<file path="config.mk">
export PLATFORM = sky130hd
export DESIGN_NAME = loop_nest
export DESIGN_NICKNAME = d
export VERILOG_FILES = /design/src/rtl/loop_pkg.sv /design/src/rtl/loop_nest_level.sv /design/src/rtl/loop_nest.sv
export SDC_FILE = /design/constraint.sdc
export NUM_CORES = 1
export LEC_CHECK = 0
export CAP_MARGIN = 20
export CELL_PAD_IN_SITES_DETAIL_PLACEMENT = 0
export CELL_PAD_IN_SITES_GLOBAL_PLACEMENT = 2
export CORE_ASPECT_RATIO = 1.5
export CORE_UTILIZATION = 29
export CTS_CLUSTER_SIZE = 25
export DETAILED_ROUTE_END_ITERATION = 10
export PLACE_DENSITY = 0.75
export SYNTH_ARGS = -nofsm -noshare
export SYNTH_HDL_FRONTEND = slang
export SYNTH_SLANG_ARGS = --single-unit
</file>
<file path="constraint.sdc">
create_clock -name clk -period 2.82 [get_ports clk]
set_input_delay 0.282 -clock clk [delete_from_list [all_inputs] [get_ports clk]]
set_output_delay 0.282 -clock clk [all_outputs]
set_load 0.01 [all_outputs]
</file>
<file path="src/rtl/loop_pkg.sv">
// Shared types and limits for the nested-loop index generator.
package loop_pkg;

    localparam int LOOP_MAX_LEVELS = 8;

    typedef enum logic {
        IDLE = 1'b0,
        RUN  = 1'b1
    } loop_state_e;

    typedef enum logic {
        UP   = 1'b0,
        DOWN = 1'b1
    } loop_dir_e;

endpackage

</file>
<file path="src/rtl/loop_nest_level.sv">
// One level of the loop nest: captured bounds/direction and the running index.
// Optional stepping by a captured stride under LOOP_NEST_STRIDE_EN.
module loop_nest_level
    import loop_pkg::*;
#(
    parameter int W = 32
) (
    input  logic         clk,
    input  logic         rst_n,
    input  logic         load,
    input  logic         advance,
    input  logic         carry_in,
    input  logic [W-1:0] ini,
    input  logic [W-1:0] fin,
    input  logic         dir,
`ifdef LOOP_NEST_STRIDE_EN
    input  logic [W-1:0] stride,
`endif
    output logic [W-1:0] data,
    output logic         at_final,
    output logic         carry_out
);

    logic [W-1:0] r_ini;
    logic [W-1:0] r_fin;
    loop_dir_e    r_dir;
    logic [W-1:0] r_data;
    logic [W-1:0] w_inc;
    logic [W-1:0] w_step;

`ifdef LOOP_NEST_STRIDE_EN
    logic [W-1:0] r_stride;

    // A zero stride would never reach fin, so it is captured as one.
    always_ff @(posedge clk or negedge rst_n) begin
        if (!rst_n) begin
            r_stride <= '0;
        end else if (load) begin
            r_stride <= (stride == '0) ? W'(1) : stride;
        end
    end

    assign w_inc    = r_stride;
    assign at_final = (r_dir == UP) ? ((r_fin - r_data) < r_stride)
                                    : ((r_data - r_fin) < r_stride);

    always_ff @(posedge clk) begin
        if (rst_n && load) begin
            assert (dir ? (ini >= fin) : (ini <= fin));
        end
    end
`else
    assign w_inc    = W'(1);
    assign at_final = (r_data == r_fin);
`endif

    assign w_step    = (r_dir == UP) ? (r_data + w_inc) : (r_data - w_inc);
    assign carry_out = carry_in & at_final;
    assign data      = r_data;

    always_ff @(posedge clk or negedge rst_n) begin
        if (!rst_n) begin
            r_ini  <= '0;
            r_fin  <= '0;
            r_dir  <= UP;
            r_data <= '0;
        end else if (load) begin
            r_ini  <= ini;
            r_fin  <= fin;
            r_dir  <= loop_dir_e'(dir);
            r_data <= ini;
        end else if (advance) begin
            r_data <= at_final ? r_ini : w_step;
        end
    end

endmodule

</file>
<file path="src/rtl/loop_nest.sv">
// Nested-loop index generator: IDLE/RUN control plus the inter-level carry chain.
// Optional per-level stride input under LOOP_NEST_STRIDE_EN.
module loop_nest
    import loop_pkg::*;
#(
    parameter int W      = 32,
    parameter int LEVELS = 3
) (
    input  logic                clk,
    input  logic                rst_n,
    input  logic [LEVELS*W-1:0] cfg_ini,
    input  logic [LEVELS*W-1:0] cfg_fin,
    input  logic [LEVELS-1:0]   cfg_dir,
`ifdef LOOP_NEST_STRIDE_EN
    input  logic [LEVELS*W-1:0] cfg_stride,
`endif
    input  logic                start,
    input  logic                en,
    output logic                busy,
    output logic                valid,
    output logic [LEVELS*W-1:0] data,
    output logic [LEVELS-1:0]   last,
    output logic                done
);

    loop_state_e       r_state;
    loop_state_e       w_state_next;
    logic              w_load;
    logic              w_step;
    logic [LEVELS:0]   w_carry;
    logic [LEVELS-1:0] w_at_final;

    assign w_load     = (r_state == IDLE) & start;
    assign w_step     = (r_state == RUN) & en;
    assign w_carry[0] = 1'b1;

    genvar gi;
    generate
        for (gi = 0; gi < LEVELS; gi++) begin : g_level
            loop_nest_level #(.W(W)) u_level (
                .clk       (clk),
                .rst_n     (rst_n),
                .load      (w_load),
                .advance   (w_step & w_carry[gi]),
                .carry_in  (w_carry[gi]),
                .ini       (cfg_ini[gi*W +: W]),
                .fin       (cfg_fin[gi*W +: W]),
                .dir       (cfg_dir[gi]),
`ifdef LOOP_NEST_STRIDE_EN
                .stride    (cfg_stride[gi*W +: W]),
`endif
                .data      (data[gi*W +: W]),
                .at_final  (w_at_final[gi]),
                .carry_out (w_carry[gi+1])
            );

            assign last[gi] = w_step & w_carry[gi] & w_at_final[gi];
        end
    endgenerate

    assign busy  = (r_state == RUN);
    assign valid = busy;
    assign done  = last[LEVELS-1];

    always_ff @(posedge clk or negedge rst_n) begin
        if (!rst_n) begin
            r_state <= IDLE;
        end else begin
            r_state <= w_state_next;
        end
    end

    // Leaving RUN on done also covers a start in the same cycle: it is not seen in RUN.
    always_comb begin
        w_state_next = r_state;
        case (r_state)
            IDLE:    if (start) w_state_next = RUN;
            RUN:     if (done)  w_state_next = IDLE;
            default: w_state_next = IDLE;
        endcase
    end

endmodule
</file>
Yosys cells after proc, flatten, opt, wreduce, memory -nomap -nowiden
Index checks and enable logic that the tools add are counted.
{"block": "totals", "in_bits": 199, "wordCells": 48, "reg_bits": 292}
{"block": "op_classes", "add_sub_neg": 6, "reduce_logical": 3, "eq_ne": 3, "n_mux": 15, "bitwise": 8}
{"operator": "2-to-1 mux 32 bit", "count": 12}
{"operator": "adder 32 x 1 -> 32 bit (second input constant)", "count": 3}
{"operator": "== test 32 bit", "count": 3}
{"operator": "subtractor 32 x 1 -> 32 bit (second input constant)", "count": 3}
{"operator": "AND 1 bit", "count": 7}
{"operator": "nonzero test 2 bit", "count": 3}
{"operator": "2-to-1 mux 1 bit", "count": 2}
{"operator": "case mux 1 bit (2 select lines)", "count": 1}
{"operator": "inverter 1 bit", "count": 1}

Logic depth before layout (Yosys ltp)
{"block": "depth", "ltp_word": 6, "depth_mapped": 11, "mapped_depth_nobuf": 11}

Hierarchy
From an unflattened synthesis, not the netlist that was laid out.
{"block": "unflattened", "cells_unflattened": 1960, "area_unflattened_um2": 18626.6}
{"mod": "loop_nest_level at g_level[1].u_level ...", "instances": 2, "cells_per_inst": 653, "area_each_um2": 6241.0, "seq_area_each_um2": 2427.3}
{"mod": "loop_nest_level at g_level[0].u_level", "instances": 1, "cells_per_inst": 641, "area_each_um2": 6038.3, "seq_area_each_um2": 2427.3}
{"mod": "loop_nest", "instances": 1, "cells_per_inst": 13, "area_each_um2": 106.4, "seq_area_each_um2": 25.0}

Worst setup path after synthesis
OpenSTA, ideal clock, no wires.
{"block": "synth_path", "path_type": "register to register", "from": "register g_level[1].u_level.r_dir", "to": "register g_level[1].u_level.r_data[28]", "path_slack_ps": -143, "arrival_time_ps": 2825, "period_less_slack_ps": 2963, "n_path_buf": 0, "setup_time_ps": 138, "stages_incl_launch_ff": 10, "path_cell_list": "dfrtp_1 > ha_1 > a21o_1 > a221oi_2 > o31a_1 > nor3_1 > o31ai_1 > o21bai_1 > xnor2_1 > o211ai_1"}
{"block": "synth_via", "elab_chain_cells": 4}
{"element": "start, declared", "line": "loop_nest_level.sv:26", "source": "loop_dir_e r_dir;"}
{"element": "start signal, assigned", "line": "loop_nest_level.sv:70", "source": "r_dir <= loop_dir_e'(dir);"}
{"element": "2-to-1 mux 32 bit", "line": "loop_nest_level.sv:57", "source": "assign w_step = (r_dir == UP) ? (r_data + w_inc) : (r_data - w_inc);"}
{"element": "2-to-1 mux 32 bit", "line": "loop_nest_level.sv:73", "source": "r_data <= at_final ? r_ini : w_step;"}
{"element": "2-to-1 mux 32 bit", "line": "loop_nest_level.sv:72", "source": "end else if (advance) begin"}
{"element": "2-to-1 mux 32 bit", "line": "loop_nest_level.sv:67", "source": "end else if (load) begin"}
{"element": "end signal, assigned", "line": "loop_nest_level.sv:71", "source": "r_data <= ini;"}
{"element": "end signal, assigned", "line": "loop_nest_level.sv:73"}
{"element": "end, declared", "line": "loop_nest_level.sv:27", "source": "logic [W-1:0] r_data;"}
No other way between the ends. The select of a mux whose other input is x is not followed.
A chain may end at the register's enable or synchronous reset.

Worst setup path in the final report
{"block": "layout_path", "from": "register g_level[1].u_level.r_fin[27]", "to": "output done"}
{"block": "layout_via", "elab_chain_cells": 4}
{"element": "start, declared", "line": "loop_nest_level.sv:25", "source": "logic [W-1:0] r_fin;"}
{"element": "start signal, assigned", "line": "loop_nest_level.sv:69", "source": "r_fin <= fin;"}
{"element": "== test 32 bit", "line": "loop_nest_level.sv:54", "source": "assign at_final = (r_data == r_fin);"}
{"element": "AND 1 bit", "line": "loop_nest_level.sv:58", "source": "assign carry_out = carry_in & at_final;"}
{"element": "AND 1 bit (2 in a row)", "line": "loop_nest.sv:57", "source": "assign last[gi] = w_step & w_carry[gi] & w_at_final[gi];"}
{"element": "end, declared", "line": "loop_nest.sv:23", "source": "output logic done"}
No other way between the ends.

==> results.json <==
{
  "vias": 17612,
  "synth_top_flop_cell": "dfrtp_1",
  "fin_skew_ps": 22.8,
  "synth_most_common_cell": "nand2_1",
  "die_h_um": 307,
  "clock_path_buffers": 3,
  "finalMaxSlewViolations": 0,
  "cts_made_buffers": 34,
  "synthDistinctLibCells": 91,
  "worstPathMaxFanout": 3,
  "wire_per_inst_um": 20.8,
  "crit_slowest_cell": "dfrtp_1",
  "crit_arrival_ps": 2550,
  "synth_commonest_cells": "679 x nand2_1, 292 x dfrtp_1, 150 x xnor2_1",
  "required_ps": 2540,
  "cts-root-buf": "clkbuf_16",
  "clk_pin_slew_worst_paths_ps": 60,
  "die-area_mm2": 0.0631,
  "p_leak_nw": 12.2,
  "cts_tree": "yes",
  "initial_core_util_pct": 29.4,
  "postSynth.asyncResetShare_pct": 100,
  "synth_area_leaders": "dfrtp_1 41%, nand2_1 14%, xnor2_1 7.3%",
  "drc": 0,
  "final.fill_count": 6063,
  "synth_top_area_share_pct": 40.6,
  "cp_cell_sequence": "xnor2_2 -> nand4_1 -> nor4_2 -> buf_4 -> and2_4 -> nand2_4 -> inv_4 -> nand2_4 -> inv_4 -> buf_6",
  "layout-area-overhead-vs-synth_pct": 45.7,
  "clock_latency_ps": 550,
  "drive_gt1_share_pct": 19.5,
  "fin_crit_ps": 2830,
  "dp_hpwl_um": 55000,
  "drt_wl_total_um": 72500,
  "relSlewSlack_pct": 48.8,
  "grt_pass1_vias": 18256,
  "yosysWarnings": 0,
  "syn_area_mm2": 0.0180,
  "coreArea_mm2": 0.0612,
  "htree_levels": 2,
  "irDropWorstVdd_mv": 0.511,
  "status": "finished, violations left",
  "grt_max_degree": 108,
  "antenna_found_initial": 1,
  "ys_seq_area_share_pct": 40.6,
  "tightest_slew_ps": 768,
  "num_io_pins": 301,
  "die_w_um": 205,
  "fin_nets": 2965,
  "syn_inst": 2131,
  "synth_edf_count": 0,
  "max_clock_freq_mhz": 354,
  "drtIter0Drc": 857,
  "path_class": "reg2out",
  "place_ws_ps": -258,
  "rsz0062_at_grt": "true",
  "gp_congestion": 0.906,
  "start_kind": "flop",
  "grt_pass1_wl_um": 109000,
  "synth_area_per_cell_um2": 8.44,
  "postLayoutSetupSlackWorst_ps": -7.87,
  "synth_fp_nets": 2423,
  "critPathBufInv": 4,
  "hold_class": "in2reg",
  "violations": "setup timing",
  "ant_nets": 0,
  "dr.pass1.iters": 5,
  "rows": 111,
  "vias_per_cell": 5.05,
  "io_buffers": 300,
  "critical_path.endpoint_type": "output port",
  "holdWs_ps": 259,
  "netlist.top_cell.by_area": "dfrtp_1",
  "ys_seq_elements": 292,
  "crit_family": "simple AND/OR/NAND/NOR gates",
  "min_period_over_period_pct": 100,
  "grt_overflow_total": 0,
  "max_cap_viol_count": 0,
  "critPathMaxStageDelay_ps": 430,
  "finalSetupViolations": 2,
  "hold_violations": 0,
  "setup_tns_ps": -15.6,
  "cts_sinks": 292,
  "p_per_area_mw_per_mm2": 1100,
  "grt_util_all_layers_pct": 22.7
}
==> metal layers <==
layer | share of wire, % | GRT usage [%] | up-vias
met5 | 0 | 0 | -
met4 | 3.5 | 8.56 | 0
met3 | 3.8 | 2.66 | 103
met2 | 52 | 41.8 | 457
met1 | 40 | 26.6 | 8571
li1 | - | - | 8481
==> worst reg2reg max path: cells and delay by family, from the launching register on <==
kind | cells | cell delay (ps)
DFF | 1 | 540
adders and majority gates | 1 | 230
xor gates and xnor gates | 1 | 200
and+or+nand+nor | 1 | 100
AOI/OAI and AO/OA | 6 | 1220
buffers and inverters | 2 | 360
==> timing repair <==
item | in CTS | in global routing
cloned | 0 | 2
pin swaps | 27 | 76
buffers inserted | 17 | 27
endpoints found under the setup margin | 42 | 55
resized for setup | 89 | 124
hold buffers | 1 | 0
hold endpoints to repair | 74 | 0
==> path summary, 6_finish.rpt <==
path / startpoint / to / slack (ps) / cells after the start
hold / removal: cfg_fin[53] / g_level[1].u_level.r_fin[21]$_DFFE_PN0P_ / 260 / 3
max in group asynchronous: rst_n / g_level[0].u_level.data[0]$_DFFE_PN0P_ / 1640 / 3
hold reg to reg: g_level[0].u_level.r_ini[0]$_DFFE_PN0P_ / g_level[0].u_level.r_ini[0]$_DFFE_PN0P_ / 460 / 2
min in group asynchronous: rst_n / g_level[0].u_level.r_fin[11]$_DFFE_PN0P_ / 330 / 2
setup reg to reg: g_level[1].u_level.r_dir$_DFFE_PN0P_ / g_level[1].u_level.data[30]$_DFFE_PN0P_ / 60 / 11
setup / recovery: g_level[1].u_level.r_fin[27]$_DFFE_PN0P_ / done / -8 / 10
==> power breakdown <==
| part | leakage [nW] | switching (mW) | total (mW) | internal, mW |
|---|---|---|---|---|
| registers | 3.58 | 1.49 | 7.15 | 5.66 |
| clock network | 0.542 | 1.85 | 4.42 | 2.56 |
| logic | 8.04 | 8.62 | 17.2 | 8.62 |
| total | 12.2 | 12.0 | 28.8 | 16.8 |
==> metrics by stage <==
step                util [%]  area (um2)  cells  power (mW)
floorplan                  -       18000   2131        15.6
global placement        38.6       23700   3383        22.4
detailed placement      38.6       23700   3383        22.5
CTS                     41.3       25300   3458        27.7
global route            42.8       26200   3487        30.8
finish                  42.8       26200   3487        28.8
==> cells by family (layout without fill, tap and decap cells) <==
logic type | count (synthesis) | in the layout | synth area share, %
buffers and inverters | 130 | 694 | 2.96
AO/OA/AOI/OAI | 491 | 491 | 18.4
adder cells (fa/ha/maj) | 93 | 93 | 6.59
AND/OR/NAND/NOR | 923 | 923 | 21.4
other | 0 | 1 | 0
flip-flops | 292 | 292 | 40.6
XOR/XNOR | 170 | 170 | 8.27
multiplexers | 32 | 32 | 1.80
==> flip-flops by register name, indices dropped and copies added (netlist names) <==
name                   count
g_level.u_level.r_fin     96
busy                       1
g_level.u_level.r_ini     96
g_level.u_level.data      96
g_level.u_level.r_dir      3
==> layout make-up <==
class                   instances  area (um2)  share of cell area [%]
flip-flops and latches        292        7320                    27.9
well taps                     791         990                    3.77
clock inverters                 6        37.5                   0.143
diodes                          1        2.50                 0.00954
clock buffers                  52        1050                    4.00
repair buffers                602        5520                    21.1
multi-input cells            1709       11200                    42.6
inverters                      34         133                   0.506
==> layout by cell type (no fill, tap or decap), drive strengths merged, types with 30 or more instances in the layout <==
cell,count
clkdlybuf4s50,295
nor2,85
o21ai,111
ha,90
a21oi,117
nand4,33
dfrtp,292
nand3,30
a21o,44
clkbuf,54
buf,304
inv,36
o211ai,33
nand2,681
xnor2,150
Power figures use the tool's default switching activity.
